[src/rtl/ctrl_sequencer.sv]
// Moore control sequencer for the single-bus CPU datapath: fetch T0-T2, execute T3-T7.
// Strobes are a decode of the current step and the latched opcode, gated off during reset.
module ctrl_sequencer #(
  parameter int unsigned OPW  = 5,
  parameter int unsigned ALUW = 2
) (
  input  logic            clk,
  input  logic            clr,
  input  logic [OPW-1:0]  ir_op,
  input  logic            mem_ready,
  input  logic            stop,
  output logic            run,
  output logic            pc_out,
  output logic            pc_in,
  output logic            inc_pc,
  output logic            mar_in,
  output logic            mdr_in,
  output logic            mdr_out,
  output logic            mem_read,
  output logic            mem_write,
  output logic            ir_in,
  output logic            y_in,
  output logic            z_in,
  output logic            zlow_out,
  output logic            c_out,
  output logic            gra,
  output logic            grb,
  output logic            grc,
  output logic            r_in,
  output logic            r_out,
  output logic            ba_out,
  output logic [ALUW-1:0] alu_op
);

  localparam logic [OPW-1:0] OpLd   = OPW'(5'b00000);
  localparam logic [OPW-1:0] OpLdi  = OPW'(5'b00001);
  localparam logic [OPW-1:0] OpSt   = OPW'(5'b00010);
  localparam logic [OPW-1:0] OpAdd  = OPW'(5'b00011);
  localparam logic [OPW-1:0] OpSub  = OPW'(5'b00100);
  localparam logic [OPW-1:0] OpAddi = OPW'(5'b01100);
  localparam logic [OPW-1:0] OpNop  = OPW'(5'b11010);
  localparam logic [OPW-1:0] OpHalt = OPW'(5'b11011);

  localparam logic [ALUW-1:0] AluAdd = ALUW'(0);
  localparam logic [ALUW-1:0] AluSub = ALUW'(1);

  typedef enum logic [3:0] {
    StT0, StT1, StT2, StT3, StT4, StT5, StT6, StT7, StIdle, StHalt
  } state_e;

  state_e         state_q;
  state_e         boundary;
  logic [OPW-1:0] op_q;

  logic is_ld, is_ldi, is_st, is_add, is_sub, is_addi, is_halt, is_nop;

  assign is_ld   = (op_q == OpLd);
  assign is_ldi  = (op_q == OpLdi);
  assign is_st   = (op_q == OpSt);
  assign is_add  = (op_q == OpAdd);
  assign is_sub  = (op_q == OpSub);
  assign is_addi = (op_q == OpAddi);
  assign is_halt = (op_q == OpHalt);
  // Unassigned opcodes fall through to NOP timing.
  assign is_nop  = !(is_ld | is_ldi | is_st | is_add | is_sub | is_addi | is_halt);

  assign boundary = stop ? StIdle : StT0;

  always_ff @(posedge clk or negedge clr) begin
    if (!clr) begin
      state_q <= StT0;
      op_q    <= OpNop;
    end else begin
      unique case (state_q)
        StT0: state_q <= StT1;
        StT1: if (mem_ready) state_q <= StT2;
        StT2: begin
          state_q <= StT3;
          op_q    <= ir_op;
        end
        StT3: begin
          if (is_halt)     state_q <= StHalt;
          else if (is_nop) state_q <= boundary;
          else             state_q <= StT4;
        end
        StT4: state_q <= StT5;
        StT5: state_q <= (is_ld || is_st) ? StT6 : boundary;
        // LD waits for read data in T6; ST waits for write completion in T7.
        StT6: if (is_st || mem_ready) state_q <= StT7;
        StT7: if (!is_st || mem_ready) state_q <= boundary;
        StIdle: if (!stop) state_q <= StT0;
        StHalt: state_q <= StHalt;
        default: state_q <= StT0;
      endcase
    end
  end

  always_comb begin
    run       = 1'b0;
    pc_out    = 1'b0;
    pc_in     = 1'b0;
    inc_pc    = 1'b0;
    mar_in    = 1'b0;
    mdr_in    = 1'b0;
    mdr_out   = 1'b0;
    mem_read  = 1'b0;
    mem_write = 1'b0;
    ir_in     = 1'b0;
    y_in      = 1'b0;
    z_in      = 1'b0;
    zlow_out  = 1'b0;
    c_out     = 1'b0;
    gra       = 1'b0;
    grb       = 1'b0;
    grc       = 1'b0;
    r_in      = 1'b0;
    r_out     = 1'b0;
    ba_out    = 1'b0;
    alu_op    = AluAdd;
    if (clr) begin
      run = (state_q != StIdle) && (state_q != StHalt);
      unique case (state_q)
        StT0: begin
          pc_out = 1'b1;
          mar_in = 1'b1;
          inc_pc = 1'b1;
          z_in   = 1'b1;
        end
        StT1: begin
          zlow_out = 1'b1;
          pc_in    = mem_ready;
          mem_read = 1'b1;
          mdr_in   = 1'b1;
        end
        StT2: begin
          mdr_out = 1'b1;
          ir_in   = 1'b1;
        end
        StT3: begin
          if (!is_nop && !is_halt) begin
            grb    = 1'b1;
            r_out  = 1'b1;
            y_in   = 1'b1;
            ba_out = is_ldi | is_ld | is_st;
          end
        end
        StT4: begin
          z_in = 1'b1;
          if (is_add || is_sub) begin
            grc    = 1'b1;
            r_out  = 1'b1;
            alu_op = is_sub ? AluSub : AluAdd;
          end else begin
            c_out = 1'b1;
          end
        end
        StT5: begin
          zlow_out = 1'b1;
          if (is_ld || is_st) begin
            mar_in = 1'b1;
          end else begin
            gra  = 1'b1;
            r_in = 1'b1;
          end
        end
        StT6: begin
          mdr_in = 1'b1;
          if (is_st) begin
            gra   = 1'b1;
            r_out = 1'b1;
          end else begin
            mem_read = 1'b1;
          end
        end
        StT7: begin
          if (is_st) begin
            mem_write = 1'b1;
          end else begin
            mdr_out = 1'b1;
            gra     = 1'b1;
            r_in    = 1'b1;
          end
        end
        default: ;
      endcase
    end
  end

endmodule

[config.mk]
export PLATFORM = sky130hd
export DESIGN_NAME = ctrl_sequencer
export DESIGN_NICKNAME = d
export VERILOG_FILES = /design/src/rtl/ctrl_sequencer.sv
export SDC_FILE = /design/constraint.sdc
export NUM_CORES = 1
export LEC_CHECK = 0
export BUFFER_PORTS_ARGS = -buffer_cell sky130_fd_sc_hd__buf_2
export CORE_UTILIZATION = 35
export DETAILED_ROUTE_END_ITERATION = 8
export PLACE_DENSITY = 0.67
export SLEW_MARGIN = 40
export SYNTH_ARGS = -nofsm -noshare
export SYNTH_HDL_FRONTEND = slang
export SYNTH_SLANG_ARGS = --single-unit
[constraint.sdc]
create_clock -name clk -period 1.9 [get_ports clk]
set_input_delay 0.19 -clock clk [delete_from_list [all_inputs] [get_ports clk]]
set_output_delay 0.19 -clock clk [all_outputs]
set_load 0.01 [all_outputs]
Yosys cells after proc, flatten, opt, wreduce, memory -nomap -nowiden
Cells that the tools add are included.

storage, ports and cells
  register bits = 9
  bits in latches = 0
  RAM bits = 0
  bits in read-only memories = 0
  input bits = 9
  output and inout port bits = 22
  word-level logic and storage cells = 99
  memories kept = 0

operators by class
  add/subtract/negate cells = 0
  multiply operators = 0
  div/mod/pow operators = 0
  order comparisons = 0
  equal/unequal tests = 21
  shift operators = 0
  muxes and demuxes = 56
  bitwise logic cells = 6
  reduce and logical (&&, ||, !) cells = 14

operators with widths
  cell                  number
  $mux W1               41
  $pmux W4 S10          1
  $mux W4               8
  $eq A4 B3 Y1 const B  4
  $eq A5 B2 Y1 const B  2
  $eq A4 B2 Y1 const B  2
  $eq A4 B4 Y1 const B  2
  $ne A2 B2 Y1 const B  4
  $ne A4 B4 Y1 const B  2
  $pmux W1 S2           4
  $or A1 B1 Y1          6
  $pmux W1 S3           2
  $reduce_or A2 Y1      3
  $eq A5 B1 Y1 const B  1
  $eq A5 B3 Y1 const B  1
  $eq A5 B4 Y1 const B  1
  $eq A5 B5 Y1 const B  1
  $logic_not A5 Y1      1
  $eq A4 B1 Y1 const B  1
  $logic_not A4 Y1      1
  $logic_or A1 B1 Y1    4
  $reduce_and A4 Y1     1
  $logic_and A1 B1 Y1   2
  $logic_not A1 Y1      2

Longest topological paths before layout
Gate-level depths: netlist of the first run.

  word-level depth = 11
  depth in mapped cells = 6
  mapped depth without buffers = 4

Worst setup path after synthesis of the first run
Ideal clock, no wire load.

  kind = register to output
  from = register state_q[3]
  to = output pc_out
  arrival = 1.570 ns
  required time = 1.710 ns
  path slack = 0.140 ns
  stages on the path, launching flop included = 6
  path buffers = 3
  path through = dfrtp_1 > clkbuf_1 > nand2b_1 > buf_1 > nor4_1 > buf_4

between the ends
  cells in the longest elaborated chain, start to end = 3

RTL lines
  item                    line  text
  start, declared         51    state_e state_q;
  start signal, assigned  71    state_q <= StT0;
  start signal, assigned  75    StT0: state_q <= StT1;
  start signal, assigned  76    StT1: if (mem_ready) state_q <= StT2;
  $logic_not A4 Y1        n/a
  $mux W1 (2 in series)   n/a
  end, declared           13    output logic pc_out,

Every way passes these cells.

Worst setup path in the final report of the first run
  from = register op_q[2]
  to = output gra

between the ends
  cells in the longest elaborated chain, start to end = 5
  elaborated cells between the ends (all ways) = 8
  those cells by class = eq/ne (1); mux (5); reduce/logical (2)

RTL lines
  item                                              line    text
  start, declared                                   53      logic [OPW-1:0] op_q;
  start signal, assigned                            72      op_q <= OpNop;
  start signal, assigned                            79      op_q <= ir_op;
  $eq A5 B2 Y1 or $logic_not A5 Y1 (tied branches)  59, 57
  $logic_or A1 B1 Y1                                159     if (is_ld || is_st) begin
  $mux W1                                           159
  $pmux W1 S3 *                                     122     unique case (state_q)
  $mux W1 *                                         120     if (clr) begin
  end, declared                                     26      output logic gra,

Every way passes the cells marked *; elsewhere a longest branch is shown, timed or not.

==> impl_metrics.tcl, run 1 <==
set metrics [dict create \
    outcome "finished, final reports clean" \
    syn_nets 127 \
    clock.fmax_mhz 543 \
    hold_start "ir_op[4]" \
    seqCellArea_um2 235 \
    finalMaxSlewViolations 0 \
    reg2reg_to "state_q[2]" \
    cts_num_sinks 9 \
    area_delta_synth_final_pct 32.9 \
    drt_iter0_drc 13 \
    setup_ws_ns 0.0592 \
    finalSetupViolations 0 \
    whs_endpoint "op_q[4]" \
    die_h_um 53.1 \
    tritoncts "built" \
    hold_viol 0 \
    dp_slack_ns 0.166 \
    criticalPathCategory "flop to output pin" \
    maxCapViolations 0 \
    synthSimpleGateAreaFrac_pct 33.7 \
    htree_levels 1 \
    clock_latency_ns 0.26 \
    path_max_fanout 9 \
    synth_xor_area_share_pct 0 \
    grt_pass1_vias 831 \
    synth_warnings 0 \
    core_um2 2480 \
    synth-main-ff-cell "dfrtp_1" \
    die_x_um 53.1 \
    antenna_found_initial 0 \
    finClkSkew_ns 0.00697 \
    clk_pin_slew_ns 0.06 \
    yosys.area.top_type "dfrtp_1" \
    row_count 18 \
    fin_nets 164 \
    synth_fa_ha_area_share_pct 0 \
    hpwlAfterDp_mm 1.83 \
    synth_cells 118 \
    avgSynthCellArea_um2 7.73 \
    first_pass_iters 4 \
    synth_top_family_by_area "simple AND/OR/NAND/NOR gates" \
    start_util_pct 36.8 \
    synth_seq_cells 9 \
    dp_cells 174 \
    powerDensity_nw_per_um2 1400 \
    rrSetupSlack_ns 0.25 \
    p_leak_nw 0.552 \
    grt_overflow 0 \
    ir_worst_vdd_mv 0.841 \
    clockRootBuffer "clkbuf_4" \
    vias_per_cell 5.49 \
    wl_mm 2.59 \
    synth.top_cell.area_share_pct 16.5 \
    finalCritPeriodShare_pct 96.9 \
    reg2regPathDepth 4 \
    grt_pass1_wl_mm 3.84 \
    synth-compound-area-share_pct 23.5 \
    whs_ns 0.135 \
    synth_cell_types 42 \
    grt_usage_pct 18.9 \
    synth.mux.area_fraction_pct 7.41 \
    wl_per_cell_um 14.1 \
    crit_path_end_kind "output pin" \
    arrival_ns 1.65 \
    multi_input_area_um2 619 \
    rsz0062_at_grt "true" \
    async_reset_ff_share_pct 100 \
    required_ns 1.71 \
    finalNonFillerCells 184 \
    port-buffer-count 29 \
    finalPower_mw 1.69 \
    final_cell_mix "buf_2, buf_4, nand2_1, a21oi_1, nor2_1" \
    drive_gt1_share_pct 45.5 \
    hold_class "input port to flop" \
    cts_made_buffers 3 \
    place_congestion 0.868 \
    ant_nets 0 \
    ios 31 \
    syn_area_um2 912 \
    worstReg2RegStart "op_q[2]" \
    fin_crit_ns 1.84 \
    vias 1011 \
    fillers 253 \
    clk_path_buf_depth 2 \
    synth_edf_count 0 \
    seq_area_frac_synth_pct 25.1 \
    grt_max_degree 14 \
    mostFrequentLayoutCell "buf_2" \
    min_path_cells 3 \
    dieArea_um2 2810 \
    synthTopCellsByArea "dfrtp_1, dfstp_2, a21oi_1, mux2_2, nand2_1" \
    antenna_cells 0 \
    drc 0 \
    start_kind "flop" \
]
## synth_stat cells, types with 2 or more instances
library cell / number
nor4_1: 3
clkbuf_1: 7
o2111ai_1: 2
and3_1: 3
a32o_1: 2
nor3_1: 6
dfstp_2: 3
nand2_1: 10
and2_1: 3
dfrtp_1: 6
nor2b_1: 4
inv_1: 5
nand3_1: 3
nor2_1: 8
mux2_2: 5
buf_4: 4
nand2b_1: 2
o21ai_0: 6
a211oi_1: 2
a21oi_1: 12
## registers in the layout, indices dropped and copies added, names as in the netlist
register and cells:
state_q 4, op_q 5
## cells by family after synthesis
family                 after synthesis
AND/OR/NAND/NOR                     52
AO/OA/AOI/OAI                       32
buffers and inverters               18
flip-flops                           9
multiplexers                         6
other                                1
## how the worst max path moves through the flow
stage | startpoint | endpoint | slack (ns) | cells past startpoint
3_5_place_dp | state_q[0] | ba_out | 0.17 | 4
5_1_grt | op_q[2] | r_out | -0.02 | 5
4_1_cts | op_q[0] | r_out | 0.01 | 5
6_report | op_q[2] | gra | 0.06 | 6
3_3_place_gp | state_q[0] | ba_out | 0.15 | 4
2_1_floorplan | state_q[3] | pc_out | 0.14 | 5
## worst max-delay path, stage by stage, from the launching register on
cell and delay, ns:
dfrtp_2 0.47, nor4_4 0.36, buf_6 0.18, a21oi_2 0.05
a31oi_1 0.13, nor3_1 0.06, buf_2 0.14
## per-layer routing
layer	vias up	track usage, %	routed length, um
met3	2	2.01	89
met2	21	30.4	1280
met5	-	0	0
met4	0	8.77	19
li1	502	-	-
met1	486	25.1	1200
## power by group
part | leakage, nW | switching [mW] | internal [mW]
sequential | 0.100 | 0.189 | 0.314
clock | 0.0150 | 0.0666 | 0.0809
combinational | 0.437 | 0.528 | 0.514
## what timing repair did
| item | 4_1_cts | 5_1_grt |
|---|---|---|
| buffers inserted | 0 | 5 |
| pin swaps | 0 | 3 |
| hold buffers | 1 | 0 |
| setup endpoints to repair | 5 | 7 |
| resized for setup | 5 | 12 |
| endpoints found under the hold margin | 6 | 0 |
## area by class of cell
class / instances / share of cell area (%)
clock buffers: 4 / 2.17
inverters: 5 / 1.55
multi-input cells: 91 / 51.1
flip-flops and latches: 9 / 19.4
well taps: 30 / 3.10
repair buffers: 45 / 22.7
## per-stage QoR
| stage | utilization [%] | setup TNS, ns | cell area [um^2] |
|---|---|---|---|
| detailed placement | 44.3 | 0 | 1100 |
| global route | 48.9 | -0.0367 | 1210 |
| floorplan | - | 0 | 912 |
| finish | 48.9 | 0 | 1210 |
| CTS | 46.1 | 0 | 1140 |
| global placement | 44.3 | 0 | 1100 |
(Power assumes the default switching activity.)
==> inputs of run 2 (changes only) <==
--- a/config.mk
+++ b/config.mk
@@ -6,6 +6,7 @@
 export NUM_CORES = 1
 export LEC_CHECK = 0
 export BUFFER_PORTS_ARGS = -buffer_cell sky130_fd_sc_hd__buf_2
+export CORE_MARGIN = 2
 export CORE_UTILIZATION = 35
 export DETAILED_ROUTE_END_ITERATION = 8
 export PLACE_DENSITY = 0.67
==> run 2 against run 1 <==
Against the previous run:
- worst setup slack improved by 0.019 ns
- clock skew is 0.0019 ns higher
- clock-buffer cell count is 1 lower
- largest power group unchanged
- die area grew 7.7%
==> impl_metrics.tcl, run 2 (same netlist as run 1, synthesis figures left out) <==
set metrics [dict create \
    place_congestion 0.888 \
    multi_input_area_um2 626 \
    path_max_fanout 5 \
    ant_nets 0 \
    clock.fmax_mhz 549 \
    mostFrequentLayoutCell "buf_2" \
    crit_path_end_kind "output pin" \
    finalPower_mw 1.68 \
    finClkSkew_ns 0.00885 \
    grt_pass1_vias 877 \
    outcome "finished, final reports clean" \
    antenna_cells 0 \
    dp_slack_ns 0.167 \
    reg2regPathDepth 5 \
    fin_nets 163 \
    htree_levels 1 \
    antenna_found_initial 0 \
    grt_overflow 0 \
    first_pass_iters 4 \
    core_um2 2480 \
    port-buffer-count 29 \
    area_delta_synth_final_pct 32.5 \
    seqCellArea_um2 235 \
    whs_ns 0.138 \
    wl_per_cell_um 13.9 \
    reg.largest.list "op_q x5, state_q x4" \
    clk_path_buf_depth 2 \
    dp_cells 174 \
    required_ns 1.71 \
    finalSetupTns_ns 0 \
    clockRootBuffer "clkbuf_4" \
    cts_num_sinks 9 \
    final_cell_mix "buf_2, buf_4, nand2_1" \
    finalSetupViolations 0 \
    ios 31 \
    criticalPathCategory "flop to output pin" \
    min_path_cells 3 \
    tritoncts "built" \
    dieArea_um2 3030 \
    rsz0062_at_grt "true" \
    finalNonFillerCells 183 \
    start_util_pct 36.8 \
    maxCapViolations 0 \
    ir_worst_vdd_mv 0.809 \
    finalMaxSlewViolations 0 \
    vias 1000 \
    grt_pass1_wl_mm 4.08 \
    clock_latency_ns 0.26 \
    row_count 18 \
    largest_register_ffs 5 \
    drc 0 \
    fin_crit_ns 1.82 \
    hpwlAfterDp_mm 1.91 \
    hold_viol 0 \
    grt_max_degree 15 \
    arrival_ns 1.63 \
    die_x_um 55.1 \
    clk_pin_slew_ns 0.07 \
    largest_register "op_q" \
    start_kind "flop" \
    finalCritPeriodShare_pct 95.9 \
    wl_mm 2.55 \
    p_leak_nw 0.545 \
    vias_per_cell 5.46 \
    hold_class "input port to flop" \
    die_h_um 55.1 \
    powerDensity_nw_per_um2 1390 \
    drive_gt1_share_pct 47.1 \
    setup_ws_ns 0.0786 \
    grt_usage_pct 18.5 \
    place_area_um2 1100 \
    drt_iter0_drc 21 \
    fin_util_pct 48.8 \
    final_cell_area_um2 1210 \
    fillers 254 \
    cts_made_buffers 3 \
]
[run 2: worst paths after layout]
check                            from          to  slack (ns)
setup / recovery              op_q[0]         grb        0.08
hold / removal               ir_op[4]     op_q[4]        0.14
setup reg to reg              op_q[0]  state_q[2]        0.19
hold reg to reg            state_q[3]  state_q[1]        0.58
max in group asynchronous         clr     op_q[1]        1.27
min in group asynchronous         clr     op_q[2]        0.40
[run 2: area by class of cell]
cell class | instances | area share (%)
clock inverters | 1 | 0.414
repair buffers | 44 | 21.5
clock buffers | 3 | 1.86
flip-flops and latches | 9 | 19.5
inverters | 5 | 1.86
multi-input cells | 91 | 51.8
well taps | 30 | 3.11
[run 2: report_power, final]
| group | switching [mW] | internal (mW) | leakage, nW |
|---|---|---|---|
| Sequential | 0.179 | 0.314 | 0.100 |
| Combinational | 0.540 | 0.499 | 0.427 |
| Clock | 0.0716 | 0.0776 | 0.0177 |
[run 2: what timing repair did]
item	4_1_cts	5_1_grt
resized for setup	4	12
setup endpoints to repair	4	9
gates cloned	0	0
hold buffers	1	0
buffers inserted	0	4
endpoints found under the hold margin	6	0
pin swaps	0	7
[run 2: worst max-delay path, cell delays in order, from the launching register on]
cell and delay (ns):
dfrtp_2 0.45, buf_4 0.17, nor3b_1 0.24, o2111ai_2 0.19, nor2_1 0.17, buf_2 0.15
[run 2: metal layers]
| metal | part of all wire [%] | global-route usage [%] |
|---|---|---|
| met2 | 48 | 30.2 |
| met4 | 1.8 | 7.72 |
| met1 | 44 | 24.8 |
| met5 | 0 | 0 |
| met3 | 6.9 | 1.88 |
==> inputs of run 3 (changes only) <==
--- a/config.mk
+++ b/config.mk
@@ -5,11 +5,11 @@
 export SDC_FILE = /design/constraint.sdc
 export NUM_CORES = 1
 export LEC_CHECK = 0
-export BUFFER_PORTS_ARGS = -buffer_cell sky130_fd_sc_hd__buf_2
 export CORE_MARGIN = 2
 export CORE_UTILIZATION = 35
 export DETAILED_ROUTE_END_ITERATION = 8
-export PLACE_DENSITY = 0.67
+export DONT_BUFFER_PORTS = 1
+export PLACE_DENSITY = 0.57
 export SLEW_MARGIN = 40
 export SYNTH_ARGS = -nofsm -noshare
 export SYNTH_HDL_FRONTEND = slang
==> run 3 against run 2 <==
Against the previous run:
- sequential cell count unchanged
- via count shrank 9.3%
- worst setup slack improved by 0.020 ns
- largest cell class unchanged
- combinational power fell by 19%
==> impl_metrics.tcl, run 3 (same netlist as run 1, synthesis figures left out) <==
set metrics [dict create \
    outcome "finished, final reports clean" \
    clock.fmax_mhz 555 \
    finalPower_mw 1.51 \
    finalCritPeriodShare_pct 94.8 \
    fillers 268 \
    start_util_pct 36.8 \
    ios 31 \
    critPathLaunch "op_q[0]" \
    hold_start "ir_op[4]" \
    grt_max_degree 14 \
    finalMaxSlewViolations 0 \
    cts_made_buffers 3 \
    cts_num_sinks 9 \
    largest_register_ffs 5 \
    ant_nets 0 \
    drive_gt1_share_pct 31.1 \
    final_cell_area_um2 1030 \
    start_kind "flop" \
    first_pass_iters 4 \
    grt_pass1_vias 780 \
    wl_mm 2.37 \
    hold_viol 0 \
    fin_crit_ns 1.80 \
    die_x_um 55.1 \
    grt_pass1_wl_mm 3.48 \
    die_h_um 55.1 \
    place_congestion 0.812 \
    clk_path_buf_depth 2 \
    core_um2 2480 \
    row_count 18 \
    port-buffer-count 0 \
    wl_per_cell_um 15.6 \
    hold_class "input port to flop" \
    required_ns 1.71 \
    antenna_found_initial 0 \
    criticalPathCategory "flop to output pin" \
    antenna_cells 0 \
    path_max_fanout 8 \
    drt_iter0_drc 24 \
    finClkSkew_ns 0.00127 \
    mostFrequentLayoutCell "buf_4" \
    crit_path_end_kind "output pin" \
    rsz0062_at_grt "false" \
    area_delta_synth_final_pct 13.2 \
    htree_levels 1 \
    powerDensity_nw_per_um2 1470 \
    final_cell_mix "buf_4, a21oi_1, nand2_1" \
    clk_pin_slew_ns 0.06 \
    finalNonFillerCells 152 \
    grt_overflow 0 \
    dp_cells 146 \
    dieArea_um2 3030 \
    maxCapViolations 0 \
    drc 0 \
    clockRootBuffer "clkbuf_4" \
    ir_worst_vdd_mv 0.658 \
    arrival_ns 1.61 \
    fin_nets 132 \
    place_area_um2 961 \
    p_leak_nw 0.390 \
    reg.largest.list "op_q x5, state_q x4" \
    clock_latency_ns 0.25 \
    hpwlAfterDp_mm 1.79 \
    tritoncts "built" \
    largest_register "op_q" \
    finalSetupViolations 0 \
    worstReg2RegStart "op_q[1]" \
    vias 907 \
    vias_per_cell 5.97 \
    grt_usage_pct 16.0 \
    finalSetupTns_ns 0 \
]
[run 3: cell count changes in the layout (fill, tap and decap cells not counted), moves of 2 or more]
cell / change
a21oi_1: +2
nor3_1: -2
nor3_2: +2
buf_4: -2
a21oi_2: -2
buf_2: -29
[run 3: routing by layer]
layer / global-route usage (%) / share of wire, % / vias to the layer above
met5: 0 / 0 / -
met3: 2.69 / 6.8 / 2
met1: 20.2 / 44 / 444
li1: - / - / 438
met2: 26.6 / 48 / 23
met4: 7.32 / 0.72 / 0
[run 3: timing repair]
action                     in CTS  in global routing
hold endpoints to repair        9                  0
buffers inserted                0                  1
setup endpoints to repair       2                  9
resized for setup               3                  9
pin swaps                       0                  1
hold buffers                    1                  0
[run 3: report_power, final]
part | leakage [nW] | internal, mW | switching, mW
clock network | 0.0150 | 0.0808 | 0.0653
registers | 0.102 | 0.313 | 0.208
logic | 0.273 | 0.394 | 0.453
total | 0.390 | 0.788 | 0.726
[run 3: worst max-delay path, cell delays in order (launching register included)]
cell and delay, ns:
dfrtp_2 0.47, or3b_4 0.42, a21oi_1 0.13, o211ai_1 0.11
a21oi_2 0.23
[run 3: layout make-up]
class	instances	area [um^2]	area share [%]
sequential	9	234	22.7
inverter	5	18.8	1.82
timing repair buffer	13	100	9.70
clock buffer	4	26.3	2.55
tap	30	37.5	3.64
multi-input combinational	91	616	59.6
[run 3: final timing paths]
| check | endpoint | slack, ns | depth (start not counted) |
|---|---|---|---|
| min in group asynchronous | op_q[2] | 0.30 | 1 |
| hold / removal | op_q[4] | 0.05 | 2 |
| setup / recovery | r_out | 0.1 | 4 |
| max in group asynchronous | op_q[1] | 1.27 | 1 |
| setup reg to reg | state_q[2] | 0.18 | 4 |
| hold reg to reg | op_q[4] | 0.58 | 2 |
[run 3: per-stage QoR]
step	util [%]	setup slack (ns)	hold WS, ns
6_report	41.7	0.0990	0.0450
3_3_place_gp	38.8	0.236	-0.105
4_1_cts	40.7	0.00176	0.0358
2_1_floorplan	-	0.140	-0.106
3_5_place_dp	38.8	0.186	-0.105
5_1_grt	41.7	0.00740	0.0593
